## config.mk

```make
export PLATFORM = sky130hd
export DESIGN_NAME = pipeline_stage_sequencer
export DESIGN_NICKNAME = d
export VERILOG_FILES = /design/src/rtl/pipeline_stage_sequencer.sv
export SDC_FILE = /design/constraint.sdc
export NUM_CORES = 1
export LEC_CHECK = 0
export ABC_AREA = 1
export CORE_ASPECT_RATIO = 1.75
export CORE_MARGIN = 5
export CORE_UTILIZATION = 51
export CTS_BUF_LIST = sky130_fd_sc_hd__clkbuf_2
export DETAILED_ROUTE_END_ITERATION = 12
export PLACE_DENSITY = 0.82
export SLEW_MARGIN = 0
export SYNTH_ARGS = -nofsm -noshare
export SYNTH_HDL_FRONTEND = slang
export SYNTH_SLANG_ARGS = --single-unit
```

## constraint.sdc

```tcl
create_clock -name clk -period 2.2 [get_ports clk]
set_clock_uncertainty 0.15 [all_clocks]
set_input_delay 0.33 -clock clk [delete_from_list [all_inputs] [get_ports clk]]
set_output_delay 0.33 -clock clk [all_outputs]
set_load 0.01 [all_outputs]
```

## src/rtl/pipeline_stage_sequencer.sv

```systemverilog
// Steps each instruction through IF/ID/EX/MEM/WB with stall, two-word fetch and halt/resume.
// Also keeps free-running cycle and retired-instruction counters for the control path.

`ifndef STAGE_COUNT
`define STAGE_COUNT 3
`endif
`ifndef STAGE_IF
`define STAGE_IF  3'd0
`define STAGE_ID  3'd1
`define STAGE_EX  3'd2
`define STAGE_MEM 3'd3
`define STAGE_WB  3'd4
`endif

module pipeline_stage_sequencer #(
    parameter int unsigned CYCLE_CNT_WIDTH = 16,
    parameter int unsigned INSTR_CNT_WIDTH = 16
) (
    input  logic                       clk,
    input  logic                       reset,
    input  logic                       stall,
    input  logic                       two_word,
    input  logic                       halt_req,
    input  logic                       resume,
    output logic [`STAGE_COUNT-1:0]    pipeline_stage,
    output logic                       second_word,
    output logic                       pc_inc,
    output logic                       instr_retired,
    output logic                       halted,
    output logic [CYCLE_CNT_WIDTH-1:0] cycle_count,
    output logic [INSTR_CNT_WIDTH-1:0] instr_count
);

    typedef enum logic [2:0] {
        StIf,
        StId,
        StEx,
        StMem,
        StWb,
        StHalted
    } state_e;

    state_e                     state_q, state_d;
    logic [`STAGE_COUNT-1:0]    stage_q, stage_d;
    logic                       second_word_q, second_word_d;
    logic [CYCLE_CNT_WIDTH-1:0] cycle_count_q, cycle_count_d;
    logic [INSTR_CNT_WIDTH-1:0] instr_count_q, instr_count_d;

    // Next-state logic; stall freezes every pipeline state but not HALTED.
    always_comb begin
        state_d       = state_q;
        second_word_d = second_word_q;
        unique case (state_q)
            StIf: if (!stall) state_d = StId;
            StId: begin
                if (!stall) begin
                    if (two_word && !second_word_q) begin
                        state_d       = StIf;
                        second_word_d = 1'b1;
                    end else begin
                        state_d       = StEx;
                        second_word_d = 1'b0;
                    end
                end
            end
            StEx:     if (!stall) state_d = StMem;
            StMem:    if (!stall) state_d = StWb;
            StWb:     if (!stall) state_d = halt_req ? StHalted : StIf;
            StHalted: if (resume) state_d = StIf;
            default: begin
                state_d       = StIf;
                second_word_d = 1'b0;
            end
        endcase
    end

    // HALTED reports WB so downstream gates none of the IF..MEM actions.
    always_comb begin
        stage_d = `STAGE_IF;
        unique case (state_d)
            StIf:     stage_d = `STAGE_IF;
            StId:     stage_d = `STAGE_ID;
            StEx:     stage_d = `STAGE_EX;
            StMem:    stage_d = `STAGE_MEM;
            StWb:     stage_d = `STAGE_WB;
            StHalted: stage_d = `STAGE_WB;
            default:  stage_d = `STAGE_IF;
        endcase
    end

    always_comb begin
        pc_inc        = (state_q == StIf) && !stall;
        instr_retired = (state_q == StWb) && !stall;
        halted        = (state_q == StHalted);
    end

    always_comb begin
        cycle_count_d = cycle_count_q;
        instr_count_d = instr_count_q;
        if (state_q != StHalted) begin
            cycle_count_d = cycle_count_q + CYCLE_CNT_WIDTH'(1);
        end
        if (instr_retired) begin
            instr_count_d = instr_count_q + INSTR_CNT_WIDTH'(1);
        end
    end

    always_ff @(posedge clk or posedge reset) begin
        if (reset) begin
            state_q       <= StIf;
            stage_q       <= `STAGE_IF;
            second_word_q <= 1'b0;
            cycle_count_q <= '0;
            instr_count_q <= '0;
        end else begin
            state_q       <= state_d;
            stage_q       <= stage_d;
            second_word_q <= second_word_d;
            cycle_count_q <= cycle_count_d;
            instr_count_q <= instr_count_d;
        end
    end

    assign pipeline_stage = stage_q;
    assign second_word    = second_word_q;
    assign cycle_count    = cycle_count_q;
    assign instr_count    = instr_count_q;

endmodule

```

==> results by group <==
Route
  – DRT Pass-1 Iters: 4
  – Vias per cell: roughly 5.0
  – Via count: 1895
  – Routed WL: around 4800 µm
  – Number of routed nets with antenna violations: 0
  – First DRT Iteration DRCs: between 50 and 60
  – WL per Instance: 12.79 µm
  – Drt drc: 0

GRT
  – Largest net degree at the start of global routing: 40
  – Number of global-route vias before repair: between 1500 and 2000
  – Remaining global-route overflow: 0
  – First-pass GRT wire length: approximately 8600 µm
  – Overall routing resource usage: between 10% and 20%
  – Initial antenna violation count: 0

STA
  – WHS: between 0.15 and 0.2 ns
  – Unrepaired setup endpoints after global routing: no
  – Hold Fails Final Rpt: 0
  – Worst setup margin: 0.1581 ns
  – Endpoints failing setup: 0
  – Fin Setup TNS: 0 ns
  – Max Fclk: slightly below 500 MHz
  – Period utilization: between 90 and 100%
  – Worst slew margin: between 60% and 70%
  – Crit path time final: roughly 2.0 ns
  – Slew Limit Fails: 0
  – Worst slew pin tran: roughly 0.5 ns

Finish
  – Final std cells w/o fill: ~380
  – Ratio of cells with drive above 1 in the final layout: between 10% and 20%
  – Post-route cell area: between 2000 and 3000 µm²
  – Filler instances: ~320
  – Layout Nets: about 340
  – N_diodes: 0
  – Area grow syn2layout: 30.79%

Power
  – P_leak: between 0.001 and 0.0015 µW
  – Sequential Power Share: 42.6%
  – Int Pwr: ~1600 µW
  – P_sw: around 940 µW
  – Switching Share: ~37%
  – Pwr/cell area: about 940 nW/µm²
  – Peak supply drop: around 900 µV
  – Gate power share: 40.7%
  – Clock power share: roughly 17%

Logic synthesis
  – Post-synth top cells: nand2_1, dfrtp_1, inv_1
  – Post-synthesis register bit count: 39
  – Synthesized net count: 277
  – Synth area leader: dfrtp_1
  – Register area share after synthesis: between 40% and 50%
  – Asr flop ratio synth: 100.0%
  – Share of the synthesized area in the top cell type: 46.82%
  – Count leader, synth: nand2_1
  – Unique cell type count in the Yosys netlist: 23
  – Warnings from Yosys: 0
  – Top area cells in the synthesized netlist: dfrtp_1, nand2_1, inv_1, nor2_1, nand3_1
  – Post-Syn Area: 2084 µm²
  – Syn avg cell area: 7.749 µm²
  – Number of synthesized flops with an enable pin: 0
  – Post-synth top flop: dfrtp_1
  – Gate Count Post-Synth: ~270

Clocking
  – Clock transition at the registers of the reported paths: 0.21 ns
  – TritonCTS Buffers: 5
  – CTS Sinks: 39
  – CTS tree: done
  – # hold bufs at CTS: 0
  – Clock Latency Late Sink: 0.39 ns
  – CTS Root Cell: clkbuf_2
  – Clock Tree Buf Depth: 2
  – H-tree Lvls: 2

Die
  – IO Pins: between 40 and 50
  – Row Count: 30
  – Core ar.: between 3000 and 4000 µm²
  – Die X: 58.33 µm
  – Die height: 94.57 µm
  – Initial Util: 53.40%
  – Die footprint: between 5000 and 6000 µm²

Place
  – IO Port Bufs: 44
  – Placed cell area: approximately 2600 µm²
  – Cells after DPL: 365
  – DP Worst Slack: around 0.066 ns
  – DP HPWL: about 3600 µm
  – GP Congestion: around 0.85

Min path
  – Hold/Removal Path Class: primary input to async pin

Critical path
  – Slowest CP cell: dfrtp_2
  – CP max FO: 4
  – Worst path max stage delay: just under 0.5 ns
  – Crit path kind: flip-flop to output port
  – Type of origin of the critical path: flip-flop
  – Type of destination of the critical path: output port
  – Arrival @ worst endpoint: ~1.6 ns
  – CP Data Required Time: approximately 1.7 ns
  – CP Cell Sequence: buf_4, inv_2, nor2_4, nand2_2, inv_1, dlygate4sd2_1

Run status
  – Status: finished, final reports clean

Run
  – Maxcap violations: 0
==> registers in the layout, summed over array words and instances (netlist names) <==
register and count:
cycle_count 16, instr_count 16, pipeline_stage 3, state_q 3
second_word 1
==> through the flow <==
stage | utilization (%) | total power, µW
2_1_floorplan | - | 1597
3_3_place_gp | 66.89 | 2038
3_5_place_dp | 66.89 | 2062
4_1_cts | 69.58 | 2562
5_1_grt | 69.84 | 2760
6_report | 69.84 | 2560
==> cell families after synthesis <==
family                   count (synthesis)  synth area share (%)
buffers and inverters                   37                 7.143
XOR/XNOR                                16                 6.723
adder cells (fa/ha/maj)                  2                 1.200
flip-flops                              39                 46.82
AO/OA/AOI/OAI                           11                 3.001
AND/OR/NAND/NOR                        164                 35.11
==> critical path: cells and delay by family (launching register included) <==
kind | cells | cell delay [ns]
buffers and inverters | 4 | 0.59
DFF | 1 | 0.49
and+or+nand+nor | 2 | 0.11
==> worst paths after layout <==
check                                       startpoint                          end  slack (ns)  cells past startpoint
hold / removal                                   reset  instr_count[14]$_DFFE_PP0P_        0.18                      3
setup reg to reg                  state_q[0]$_DFF_PP0_   cycle_count[7]$_DFFE_PP0P_        0.42                      9
hold reg to reg            cycle_count[15]$_DFFE_PP0P_  cycle_count[15]$_DFFE_PP0P_        0.37                      2
setup / recovery                  state_q[0]$_DFF_PP0_                       halted        0.16                      6
min in group clk           cycle_count[15]$_DFFE_PP0P_  cycle_count[15]$_DFFE_PP0P_        0.37                      2
max in group asynchronous                        reset         state_q[2]$_DFF_PP0_        1.33                      3
==> layout by cell type, fill, tap and decap left out, types with 3 or more instances in the layout <==
cell type / Yosys / layout
dfrtp_2: 0 / 3
nor2_1: 27 / 27
dfrtp_1: 39 / 36
nand3b_1: 4 / 4
nand3_1: 20 / 19
clkbuf_2: 0 / 5
nor2_2: 4 / 3
xor2_1: 8 / 8
clkdlybuf4s50_1: 0 / 41
nor2_4: 3 / 4
xnor2_1: 8 / 8
buf_4: 0 / 10
nand4_1: 7 / 7
o21ai_0: 7 / 7
nand2_1: 92 / 92
inv_1: 34 / 34
==> power by group through the flow <==
stage	sequential (µW)	combinational (µW)	clock (µW)
floorplan	1140	460	0
global placement	1100	939	0
detailed placement	1100	962	0
CTS	1090	1030	439
global route	1130	1150	482
finish	1090	1040	428
==> repair_timing <==
action	in CTS	in global routing
endpoints found under the setup margin	3	1
resized for setup	7	1
buffers inserted	4	1
hold endpoints to repair	0	0
gates cloned	0	0
pin swaps	1	0
==> per-layer routing <==
| layer | track usage (%) | share of wire [%] |
|---|---|---|
| met1 | 21.22 | 39 |
| met2 | 37.22 | 55 |
| met3 | 3.420 | 4.1 |
| met4 | 6.383 | 1.8 |
| met5 | 0 | 0 |
==> cell type report <==
| class | instances | area, µm² | area share, % |
|---|---|---|---|
| Timing Repair Buffer | 54 | 515.5 | 18.91 |
| Tap cell | 48 | 60.06 | 2.203 |
| Multi-Input combinational cell | 193 | 969.7 | 35.57 |
| Sequential cell | 39 | 979.7 | 35.93 |
| Clock buffer | 5 | 25.02 | 0.9179 |
| Inverter | 36 | 137.6 | 5.048 |
| Clock inverter | 3 | 38.79 | 1.423 |
Power figures use the tool's default switching activity.
